$ cat config.mk
export PLATFORM = sky130hd
export DESIGN_NAME = wave_capture_trig_flat
export DESIGN_NICKNAME = d
export VERILOG_FILES = /design/src/rtl/wave_capture_trig_if.sv /design/src/rtl/wave_capture_trig.sv /design/src/flat_wrapper.sv
export SDC_FILE = /design/constraint.sdc
export NUM_CORES = 1
export LEC_CHECK = 0
export BUFFER_PORTS_ARGS = -buffer_cell sky130_fd_sc_hd__buf_2
export CORE_ASPECT_RATIO = 1.75
export CORE_MARGIN = 3
export CORE_UTILIZATION = 50
export CTS_CLUSTER_SIZE = 14
export DETAILED_ROUTE_END_ITERATION = 10
export PLACE_DENSITY = 0.75
export SLEW_MARGIN = 10
export SYNTH_ARGS = -nofsm -noshare
export SYNTH_HDL_FRONTEND = slang
export SYNTH_SLANG_ARGS = --single-unit
$ cat constraint.sdc
create_clock -name clk -period 8.96 [get_ports clk]
set_input_delay 2.688 -clock clk [delete_from_list [all_inputs] [get_ports clk]]
set_output_delay 2.688 -clock clk [all_outputs]
set_load 0.02 [all_outputs]
$ cat src/rtl/wave_capture_trig_if.sv
// Sample-in / RAM-write bundle between a sample source, the capture block and the display RAM.
// Master drives samples and trigger settings; slave (the capture block) drives the write port.
interface wave_capture_trig_if #(
    parameter int SAMPLE_W   = 16,
    parameter int OUT_W      = 8,
    parameter int DEPTH_LOG2 = 8
);
    logic                  new_sample_ready;
    logic [SAMPLE_W-1:0]   new_sample_in;
    logic [SAMPLE_W-1:0]   trig_level;
    logic                  trig_falling;
    logic                  wave_display_idle;
    logic [DEPTH_LOG2:0]   write_address;
    logic                  write_enable;
    logic [OUT_W-1:0]      write_sample;
    logic                  read_index;
    logic                  auto_triggered;

    modport master (
        output new_sample_ready, new_sample_in, trig_level, trig_falling, wave_display_idle,
        input  write_address, write_enable, write_sample, read_index, auto_triggered
    );

    modport slave (
        input  new_sample_ready, new_sample_in, trig_level, trig_falling, wave_display_idle,
        output write_address, write_enable, write_sample, read_index, auto_triggered
    );
endinterface

$ cat src/rtl/wave_capture_trig.sv
// Edge-triggered waveform capture into a double-buffered RAM; write port registered (1 cycle after strobe).
// Optional auto-trigger after AUTO_TIMEOUT armed strobes is enabled by macro WAVE_CAPTURE_AUTO_TRIG_EN.
module wave_capture_trig #(
    parameter int SAMPLE_W     = 16,
    parameter int OUT_W        = 8,
    parameter int DEPTH_LOG2   = 8,
    parameter int AUTO_TIMEOUT = 4096
) (
    input  logic                clk,
    input  logic                reset,
    wave_capture_trig_if.slave  bus
);
    typedef enum logic [2:0] {
        ARMED  = 3'b100,
        ACTIVE = 3'b010,
        WAIT   = 3'b001
    } state_e;

    if (OUT_W > SAMPLE_W || AUTO_TIMEOUT < 1) begin : g_bad_params
        $error("wave_capture_trig: OUT_W must not exceed SAMPLE_W and AUTO_TIMEOUT must be >= 1");
    end

    state_e                        state_q, state_d;
    logic                          read_index_q, read_index_d;
    logic signed [SAMPLE_W-1:0]    prev_q, prev_d;
    logic                          prev_valid_q, prev_valid_d;
    logic [DEPTH_LOG2-1:0]         count_q, count_d;
    logic                          we_q, we_d;
    logic [DEPTH_LOG2:0]           waddr_q, waddr_d;
    logic [OUT_W-1:0]              wsample_q, wsample_d;

    logic signed [SAMPLE_W-1:0]    sample_s, level_s;
    logic [OUT_W-1:0]              sample_top;
    logic                          strobe, rise_hit, fall_hit, edge_trig, auto_trig, enter_armed;
    logic                          wr;
    logic [DEPTH_LOG2-1:0]         wr_idx;

    assign strobe      = bus.new_sample_ready;
    assign sample_s    = bus.new_sample_in;
    assign level_s     = bus.trig_level;
    assign sample_top  = bus.new_sample_in[SAMPLE_W-1 -: OUT_W];
    assign rise_hit    = (prev_q <  level_s) && (sample_s >= level_s);
    assign fall_hit    = (prev_q >= level_s) && (sample_s <  level_s);
    assign edge_trig   = prev_valid_q && (bus.trig_falling ? fall_hit : rise_hit);
    assign enter_armed = (state_q == WAIT) && bus.wave_display_idle;

`ifdef WAVE_CAPTURE_AUTO_TRIG_EN
    localparam int ACW = $clog2(AUTO_TIMEOUT + 1);
    logic [ACW-1:0] acnt_q, acnt_d;
    logic           auto_q, auto_d;

    always_comb begin
        acnt_d    = acnt_q;
        auto_d    = auto_q;
        auto_trig = 1'b0;
        if (state_q == ARMED && strobe) begin
            acnt_d    = acnt_q + ACW'(1);
            auto_trig = !edge_trig && (acnt_q == ACW'(AUTO_TIMEOUT - 1));
            if (edge_trig)      auto_d = 1'b0;
            else if (auto_trig) auto_d = 1'b1;
        end
        if (enter_armed) begin
            acnt_d = '0;
            auto_d = 1'b0;
        end
    end

    always_ff @(posedge clk or posedge reset) begin
        if (reset) begin
            acnt_q <= '0;
            auto_q <= 1'b0;
        end else begin
            acnt_q <= acnt_d;
            auto_q <= auto_d;
        end
    end

    assign bus.auto_triggered = auto_q;
`else
    assign auto_trig          = 1'b0;
    assign bus.auto_triggered = 1'b0;
`endif

    always_comb begin
        state_d      = state_q;
        read_index_d = read_index_q;
        prev_d       = prev_q;
        prev_valid_d = prev_valid_q;
        count_d      = count_q;
        wr           = 1'b0;
        wr_idx       = '0;
        case (state_q)
            ARMED: begin
                if (strobe) begin
                    prev_d       = sample_s;
                    prev_valid_d = 1'b1;
                    if (edge_trig || auto_trig) begin
                        wr      = 1'b1;
                        count_d = DEPTH_LOG2'(1);
                        state_d = ACTIVE;
                    end
                end
            end
            ACTIVE: begin
                if (strobe) begin
                    prev_d  = sample_s;
                    wr      = 1'b1;
                    wr_idx  = count_q;
                    count_d = count_q + DEPTH_LOG2'(1);
                    if (&count_q) state_d = WAIT;
                end
            end
            WAIT: begin
                // Any strobe here is dropped, including one coincident with the release.
                if (bus.wave_display_idle) begin
                    read_index_d = ~read_index_q;
                    prev_valid_d = 1'b0;
                    count_d      = '0;
                    state_d      = ARMED;
                end
            end
            default: state_d = ARMED;
        endcase

        we_d      = wr;
        waddr_d   = waddr_q;
        wsample_d = wsample_q;
        if (wr) begin
            waddr_d              = {~read_index_q, wr_idx};
            wsample_d            = sample_top;
            wsample_d[OUT_W-1]   = ~sample_top[OUT_W-1];
        end
    end

    always_ff @(posedge clk or posedge reset) begin
        if (reset) begin
            state_q      <= ARMED;
            read_index_q <= 1'b0;
            prev_q       <= '0;
            prev_valid_q <= 1'b0;
            count_q      <= '0;
            we_q         <= 1'b0;
            waddr_q      <= '0;
            wsample_q    <= '0;
        end else begin
            state_q      <= state_d;
            read_index_q <= read_index_d;
            prev_q       <= prev_d;
            prev_valid_q <= prev_valid_d;
            count_q      <= count_d;
            we_q         <= we_d;
            waddr_q      <= waddr_d;
            wsample_q    <= wsample_d;
        end
    end

    assign bus.write_enable  = we_q;
    assign bus.write_address = waddr_q;
    assign bus.write_sample  = wsample_q;
    assign bus.read_index    = read_index_q;
endmodule

$ cat src/flat_wrapper.sv
// flat-port wrapper written by rule: the top's interface ports become plain ports
module wave_capture_trig_flat 
#(
    parameter int SAMPLE_W     = 16,
    parameter int OUT_W        = 8,
    parameter int DEPTH_LOG2   = 8,
    parameter int AUTO_TIMEOUT = 4096
)
  (clk, reset, bus_new_sample_ready, bus_new_sample_in, bus_trig_level, bus_trig_falling, bus_wave_display_idle, bus_write_address, bus_write_enable, bus_write_sample, bus_read_index, bus_auto_triggered);
  wave_capture_trig_if #(.SAMPLE_W(SAMPLE_W), .OUT_W(OUT_W), .DEPTH_LOG2(DEPTH_LOG2)) bus_i ();
  input  logic clk;
  input  logic reset;
  input wire logic [$bits(bus_i.new_sample_ready)-1:0] bus_new_sample_ready;
  input wire logic [$bits(bus_i.new_sample_in)-1:0] bus_new_sample_in;
  input wire logic [$bits(bus_i.trig_level)-1:0] bus_trig_level;
  input wire logic [$bits(bus_i.trig_falling)-1:0] bus_trig_falling;
  input wire logic [$bits(bus_i.wave_display_idle)-1:0] bus_wave_display_idle;
  output wire logic [$bits(bus_i.write_address)-1:0] bus_write_address;
  output wire logic [$bits(bus_i.write_enable)-1:0] bus_write_enable;
  output wire logic [$bits(bus_i.write_sample)-1:0] bus_write_sample;
  output wire logic [$bits(bus_i.read_index)-1:0] bus_read_index;
  output wire logic [$bits(bus_i.auto_triggered)-1:0] bus_auto_triggered;
  assign bus_i.new_sample_ready = bus_new_sample_ready;
  assign bus_i.new_sample_in = bus_new_sample_in;
  assign bus_i.trig_level = bus_trig_level;
  assign bus_i.trig_falling = bus_trig_falling;
  assign bus_i.wave_display_idle = bus_wave_display_idle;
  assign bus_write_address = bus_i.write_address;
  assign bus_write_enable = bus_i.write_enable;
  assign bus_write_sample = bus_i.write_sample;
  assign bus_read_index = bus_i.read_index;
  assign bus_auto_triggered = bus_i.auto_triggered;
  wave_capture_trig #(.SAMPLE_W(SAMPLE_W), .OUT_W(OUT_W), .DEPTH_LOG2(DEPTH_LOG2), .AUTO_TIMEOUT(AUTO_TIMEOUT)) u_core (.clk(clk), .reset(reset), .bus(bus_i));
endmodule
### Word-level counts from Yosys, hierarchy flattened

Cells that the tools add are included.

| storage, ports and cells | value |
|---|---|
| flip-flop bits (word level) | 47 |
| input bits | 37 |
| output and inout bits | 20 |
| logic and storage cells | 56 |

| operators by class | value |
|---|---|
| add/subtract/negate cells | 1 |
| order comparisons | 4 |
| eq/ne operators | 8 |
| mux-type cells | 21 |
| bitwise gates (word level) | 2 |
| reductions and logical operators | 12 |

Operators by type and width:

| operator | number |
|---|---|
| two-way mux 8 bit | 6 |
| greater-or-equal comparator 16 bit | 2 |
| < comparator 16 bit | 2 |
| one-hot mux 8 bit (3 select lines) | 1 |
| two-way mux 3 bit | 5 |
| AND reduction 5 bit | 2 |
| one-hot mux 3 bit (3 select lines) | 1 |
| adder 8 x 1 -> 8 bit, second input constant | 1 |
| AND reduction 8 bit | 1 |
| two-way mux 1 bit | 6 |
| inequality test 2 bit, second input constant | 3 |
| inequality test 2 x 1 -> 1 bit, second input constant | 2 |
| one-hot mux 1 bit (2 select lines) | 2 |
| AND reduction 2 bit | 2 |
| == test 3 x 1 -> 1 bit, second input constant | 1 |
| == test 3 x 2 -> 1 bit, second input constant | 1 |
| == test 3 bit, second input constant | 1 |
| logical AND 1 bit | 3 |
| AND reduction 3 bit | 1 |
| nonzero test 3 bit | 1 |
| NOT 1 bit | 2 |
| nonzero test 2 bit | 1 |
| OR reduction 2 bit | 1 |

### Logic depth before layout (Yosys ltp)

Gate-level depths: netlist of run 1.

| logic depth | value |
|---|---|
| depth in word-level cells | 7 |
| gate-level depth with buffers | 11 |
| depth with buffers taken out | 10 |

### Worst setup path before layout of run 1

OpenSTA, ideal clock, no wires.

| path | value |
|---|---|
| path kind | input-to-reg |
| from | input port bus_trig_level[15] |
| to | register u_core.wsample_q[0], in the netlist u_core.bus.write_sample[0] |
| setup time | 0.125 ns |
| arrival time | 5.229 ns |
| required time | 8.835 ns |
| path slack | 3.606 ns |
| stages | 10 |
| buffers on the path | 0 |
| cell sequence | inv_1 ha_1 nand4_2 nor4_1 a21boi_1 or4b_4 mux2_4 o32a_1 o21ai_4 mux2_4 |

| between the ends | value |
|---|---|
| cells in the longest elaborated chain, start to end | 7 |
| elaborated cells between the ends (all ways) | 11 |
| those cells by class | 4 x order compare; 4 x mux; 3 x reduce/logical |

RTL lines:

| what | RTL line | source |
|---|---|---|
| start, declared | flat_wrapper.sv:15 | `input wire logic [$bits(bus_i.trig_level)-1:0] bus_trig_level;` |
| < comparator 16 bit, or another cell as far along | wave_capture_trig.sv:42 | `assign rise_hit = (prev_q < level_s) && (sample_s >= level_s);` |
| logical AND 1 bit, on equally long branches | wave_capture_trig.sv:42, wave_capture_trig.sv:43 |  |
| two-way mux 1 bit (*) | wave_capture_trig.sv:44 | `assign edge_trig = prev_valid_q && (bus.trig_falling ? fall_hit : rise_hit);` |
| logical AND 1 bit (*) | wave_capture_trig.sv:44 |  |
| two-way mux 1 bit (*) | wave_capture_trig.sv:97 | `if (edge_trig \|\| auto_trig) begin` |
| two-way mux 1 bit (*) | wave_capture_trig.sv:94 | `if (strobe) begin` |
| one-hot mux 1 bit (2 select lines) (*) | wave_capture_trig.sv:92 | `case (state_q)` |
| end signal, assigned | wave_capture_trig.sv:153 | `wsample_q <= wsample_d;` |
| end, declared | wave_capture_trig.sv:30 | `logic [OUT_W-1:0] wsample_q, wsample_d;` |

Every way passes the cells marked *; elsewhere a longest branch is shown, timed or not.
A chain may end at the register's enable or synchronous reset.

### Worst setup path in the final report of run 1

Same ends and word-level chain as after synthesis.

==> impl_metrics.py, run 1 <==
metrics = {
    "worst_setup_path": {
        "worst-path-max-fanout": 18,
        "critPathSlowestCell": "o21ai_4",
        "start_kind": "input pin",
        "worstPathRequired_ns": 9.16,
        "rr_worst_depth": 9,
        "r2r_setup_slack_ns": 5.32,
        "crit_family": "compound AO/OA/AOI/OAI gates",
        "path_buf_inv": 2,
        "crit_path_end_kind": "flip-flop",
        "cp_common_cell": "mux2_4",
        "r2r-start": "u_core.prev_q[15]",
        "critPathArrivalTime_ns": 5.95,
        "r2r-end": "u_core.bus.write_sample[0]",
        "crit_type": "in2reg",
        "critPathMaxStageDelay_ns": 0.59,
        "path_cells": "buf_2, inv_1, ha_1, nand4_2, nor4_1, a21boi_1, or4b_4, mux2_4, o32a_1, o21ai_4, mux2_4",
    },
    "yosys": {
        "ys_seq_area_frac": 0.398,
        "synth_area_leader_cell": "dfrtp_1",
        "yosys.area_share.simple": 0.141,
        "synthTopCellsByArea": "dfrtp_1, ha_1, mux2_2",
        "synthMuxAreaShare": 0.108,
        "synth_ff_type": "dfrtp_1",
        "synth_xor_area_frac": 0.00592,
        "synth-compound-area-share": 0.150,
        "synth_area_um2": 2960,
        "synthArstFlopShare": 1.00,
        "synth_top_family_by_area": "compound AO/OA/AOI/OAI gates",
        "synth_top_area_share": 0.389,
        "synthCells": 304,
        "synthesis.nets": 374,
        "synth.distinct_cells": 49,
        "yosysWarningCount": 0,
        "synth_edf_count": 0,
        "ys_seq_elements": 47,
        "avgSynthCellArea_um2": 9.73,
        "post_synth_fa_ha_maj_area_fraction": 0.140,
    },
    "floorplanning": {
        "core_um2": 5630,
        "die_height_um": 108,
        "die_area_um2": 6910,
        "rows": 36,
        "start_util": 0.525,
        "ioPinCount": 57,
        "dieWidth_um": 64.1,
    },
    "final_layout": {
        "antennaDiodeCount": 0,
        "fillers": 507,
        "nNetsFinal": 428,
        "drive_gt1_frac": 0.260,
        "layout-area-overhead-vs-synth_pct": 14.2,
    },
    "run_status": {
        "status": "completed",
    },
    "global_routing": {
        "met3_usage": 0.0418,
        "antenna_found_initial": 0,
        "grt_pass1_wl_mm": 11.3,
        "grt.busiest_layer": "met2",
        "met1_usage": 0.222,
        "grt.overflow.total": 0,
        "grt_max_degree": 48,
        "grtUsageTotal": 0.210,
        "grt_pass1_vias": 2504,
        "use_met2": 0.390,
    },
    "cts": {
        "cts_root_buf": "clkbuf_8",
        "cts.sink_count": 47,
        "cts_buffers": 5,
        "htreeDepth": 2,
        "clock_latency_ns": 0.31,
        "clockBufferDepth": 2,
        "clk_pin_slew_ns": 0.09,
        "holdBufCountCts": 0,
        "cts_tree": "done",
        "cts_setup_buffers": 0,
        "cts_resized": 0,
    },
    "sta": {
        "tightest_slew_ns": 0.972,
        "fin_crit_sh": 0.641,
        "clock_skew_ns": 0.0119,
        "finalCriticalPeriod_ns": 5.74,
        "setup_violations": 0,
        "slew_headroom": 0.351,
        "whs_ns": 0.490,
        "rsz0062_at_grt": "no",
        "fmax_ghz": 0.174,
        "final.setup.tns_ns": 0,
        "setup_slack_ns": 3.22,
        "finalHoldViolCount": 0,
        "drv_slew": 0,
    },
    "placed_design": {
        "port_buffers": 55,
        "dpl_worst_slack_ns": 2.91,
        "place_congestion": 0.813,
        "hpwlAfterDp_mm": 5.19,
    },
    "route": {
        "drc_errors": 0,
        "antenna_left": 0,
        "finalWirelength_mm": 6.75,
        "num_vias": 2430,
        "via_per_inst": 5.60,
        "firstDrtPassIters": 4,
        "drt-initial-drc-count": 94,
        "wl_per_cell_um": 15.6,
    },
    "min_path": {
        "hold_depth": 1,
        "hold_path_startpoint": "u_core.bus.read_index",
        "min_to": "u_core.bus.read_index",
        "min_path_type": "reg2reg",
    },
    "power_and_ir_drop": {
        "p_per_area_nw_per_um2": 163,
        "power.total_uw": 550,
        "ir_drop_mv": 0.136,
        "p_leak_uw": 0.00169,
    },
    "run": {
        "drv_cap": 0,
    },
}
flip-flops by register name (all words and copies together), names as in the netlist:
| signal | flops |
|---|---|
| u_core.prev_valid_q | 1 |
| u_core.bus.write_sample | 8 |
| u_core.bus.write_address | 9 |
| u_core.state_q | 3 |
| u_core.bus.read_index | 1 |
| u_core.prev_q | 16 |
| u_core.bus.write_enable | 1 |
| u_core.count_q | 8 |
worst max path at each step:
stage / startpoint / end / slack, ns / depth (start not counted)
after CTS: bus_trig_level[15] / u_core.bus.write_sample[0] / 3.26 / 11
after global routing: bus_trig_level[15] / u_core.bus.write_sample[5] / 3.16 / 11
after global placement: bus_trig_level[15] / u_core.bus.write_sample[1] / 2.99 / 11
after floorplan: bus_trig_level[15] / u_core.bus.write_sample[0] / 3.61 / 10
final: bus_trig_level[15] / u_core.bus.write_sample[0] / 3.22 / 11
after detailed placement: bus_trig_level[15] / u_core.bus.write_sample[0] / 2.91 / 11
Yosys cell counts (7+ instances only):
master / number
dfrtp_1: 46
ha_1: 33
inv_1: 32
nand2_1: 31
a21oi_1: 27
o21ai_0: 20
mux2_2: 15
mux2_4: 8
nand2b_1: 8
nor2_1: 8
nor3_1: 8
clkbuf_1: 7
placed cells by master, fill, tap and decap left out, types with 15 or more instances in the layout:
| master | instances |
|---|---|
| a21oi_1 | 27 |
| inv_1 | 31 |
| nand2_1 | 31 |
| dfrtp_1 | 46 |
| o21ai_0 | 20 |
| buf_2 | 55 |
| mux2_2 | 15 |
| ha_1 | 33 |
final cells by class:
type / instances / area, um2 / area share
Clock inverter: 1 / 5.00 / 0.00148
Tap cell: 76 / 95.1 / 0.0281
Inverter: 32 / 120 / 0.0356
Sequential cell: 47 / 1180 / 0.349
Timing Repair Buffer: 56 / 283 / 0.0837
Clock buffer: 6 / 82.6 / 0.0244
Multi-Input combinational cell: 216 / 1620 / 0.478
power by group:
group          leakage (uW)  switching [uW]  internal, uW  total (uW)
logic               0.00107            81.7          66.8         149
registers          0.000571            25.5           242         268
clock network     0.0000470            73.4          60.7         134
kinds of logic (layout without fill, tap and decap cells):
family | Yosys count | after routing
AND/OR/NAND/NOR | 81 | 81
other | 1 | 1
AO/OA/AOI/OAI | 73 | 73
adder cells (fa/ha/maj) | 33 | 33
multiplexers | 26 | 26
flip-flops | 47 | 47
XOR/XNOR | 2 | 2
buffers and inverters | 41 | 95
stage by stage:
stage          instances  utilization  area, um2
3_3_place_gp         427        0.584       3290
3_5_place_dp         427        0.584       3290
6_report             434        0.600       3380
5_1_grt              434        0.600       3380
4_1_cts              434        0.600       3380
2_1_floorplan        304            -       2960
routing by layer:
layer	wire length, um	up-vias
li1	-	1190
met1	2560	1143
met2	3660	82
met3	336	15
met4	202	0
met5	0	-
Note: power is estimated with default switching activity, not from simulation.
==> inputs of run 2 (changes only) <==
clock period = 5.6 ns   (was 8.96 ns; I/O delays follow)
==> impl_metrics.py, run 2 (same netlist as run 1, synthesis figures left out) <==
metrics = {
    "cts": {
        "cts_resized": 0,
        "clk_pin_slew_ns": 0.08,
        "clock_latency_ns": 0.31,
        "clockBufferDepth": 2,
        "holdBufCountCts": 0,
        "cts.sink_count": 47,
        "cts_setup_buffers": 0,
        "cts_tree": "done",
        "cts_buffers": 5,
        "htreeDepth": 2,
        "cts_root_buf": "clkbuf_8",
    },
    "floorplanning": {
        "start_util": 0.525,
        "die_area_um2": 6910,
        "rows": 36,
        "core_um2": 5630,
        "ioPinCount": 57,
        "dieWidth_um": 64.1,
        "die_height_um": 108,
    },
    "power_and_ir_drop": {
        "power_switching_uw": 288,
        "p_per_area_nw_per_um2": 260,
        "p_leak_uw": 0.00169,
        "p_clk_frac": 0.241,
        "ir_drop_mv": 0.186,
        "power.total_uw": 880,
        "combinationalPowerShare": 0.271,
        "switching_share": 0.328,
        "p_int_uw": 591,
        "pwr-share-seq": 0.488,
    },
    "placed_design": {
        "port_buffers": 55,
        "place_congestion": 0.813,
        "hpwlAfterDp_mm": 5.18,
        "dpl_cell_area_um2": 3290,
    },
    "worst_setup_path": {
        "worstPathRequired_ns": 5.80,
        "path_cells": "buf_2, inv_1, ha_1, nand4_2, nor4_1, a21boi_1, or4b_4, mux2_4, o32a_1, o21ai_4, mux2_4",
        "crit_type": "in2reg",
        "worst-path-max-fanout": 18,
        "cp_common_cell": "mux2_4",
        "critPathSlowestCell": "o21ai_4",
        "critPathArrivalTime_ns": 4.91,
        "critPathMaxStageDelay_ns": 0.59,
        "start_kind": "input pin",
        "crit_path_end_kind": "flip-flop",
    },
    "final_layout": {
        "largest_reg_flops": 16,
        "drive_gt1_frac": 0.260,
        "layout_commonest_cell": "buf_2",
        "mostFrequentLayoutCells": "buf_2, dfrtp_1, ha_1",
        "antennaDiodeCount": 0,
        "layout-area-overhead-vs-synth_pct": 14.2,
        "regMostFlops": "u_core.prev_q",
        "fillers": 503,
        "final_area_um2": 3380,
        "nNetsFinal": 428,
    },
    "global_routing": {
        "grtUsageTotal": 0.211,
        "grt.overflow.total": 0,
        "grt_pass1_wl_mm": 11.4,
        "antenna_found_initial": 0,
        "grt_max_degree": 48,
        "grt_pass1_vias": 2526,
    },
    "sta": {
        "finalCriticalPeriod_ns": 4.72,
        "fin_crit_sh": 0.842,
        "slew_headroom": 0.324,
        "rsz0062_at_grt": "no",
        "setup_violations": 0,
        "finalHoldViolCount": 0,
        "drv_slew": 0,
        "tightest_slew_ns": 1.01,
        "fmax_ghz": 0.212,
        "final.setup.tns_ns": 0,
        "clock_skew_ns": 0.00704,
    },
    "run": {
        "drv_cap": 0,
    },
    "route": {
        "drc_errors": 0,
        "via_per_inst": 5.60,
        "num_vias": 2429,
        "wl_per_cell_um": 15.7,
        "firstDrtPassIters": 4,
        "antenna_left": 0,
        "finalWirelength_mm": 6.82,
        "drt-initial-drc-count": 103,
    },
    "run_status": {
        "status": "completed",
    },
    "min_path": {
        "min_path_type": "reg2reg",
    },
}
run 2: cell counts in the layout (fill, tap and decap cells not counted):
Identical to the previous run, type by type.
run 2: final cells by class:
cell class	count	area (um2)	share of cell area
well taps	76	95.1	0.0281
inverters	32	120	0.0356
flip-flops and latches	47	1180	0.349
repair buffers	56	283	0.0837
clock buffers	6	82.6	0.0244
clock inverters	1	5.00	0.00148
multi-input cells	216	1620	0.478
run 2: worst paths after layout:
| path | startpoint | end | slack, ns | cells after the start |
|---|---|---|---|---|
| worst max-delay path | bus_trig_level[15] | u_core.bus.write_sample[5] | 0.88 | 11 |
| worst min-delay path | u_core.bus.read_index | u_core.bus.read_index | 0.49 | 1 |
| worst max register to register | u_core.prev_q[15] | u_core.bus.write_sample[5] | 1.99 | 9 |
| worst min register to register | u_core.bus.read_index | u_core.bus.read_index | 0.49 | 1 |
| max in group asynchronous | reset | u_core.bus.write_address[8] | 3.36 | 2 |
| min in group asynchronous | reset | u_core.bus.write_address[2] | 1.61 | 2 |
run 2: metal layers:
metal,global-route usage,vias up,share of wire
met5,0,-,0
met4,0.0968,0,0.031
met3,0.0366,17,0.046
met2,0.390,71,0.55
met1,0.229,1160,0.38
li1,-,1181,-
run 2: power by group through the flow:
stage | clock network [uW] | registers, uW | logic, uW
after floorplan | 0 | 451 | 143
after global placement | 0 | 434 | 232
after detailed placement | 0 | 435 | 239
after CTS | 220 | 429 | 241
after global routing | 235 | 437 | 267
final | 212 | 429 | 238
run 2: through the flow:
stage / util / hold slack, ns / worst slack [ns] / cells
after floorplan: - / 0.453 / 1.25 / 304
after global placement: 0.584 / 0.479 / 0.633 / 427
after detailed placement: 0.584 / 0.484 / 0.557 / 427
after CTS: 0.600 / 0.500 / 0.893 / 434
after global routing: 0.600 / 0.516 / 0.751 / 434
final: 0.600 / 0.490 / 0.884 / 434
run 2: critical path: cells and delay by family:
family | cells | cell delay (ns)
multiplexers | 2 | 0.64
buffers and inverters | 2 | 0.12
adder cells (fa/ha/maj) | 1 | 0.37
AND/OR/NAND/NOR | 3 | 0.87
AO/OA/AOI/OAI | 3 | 1.21
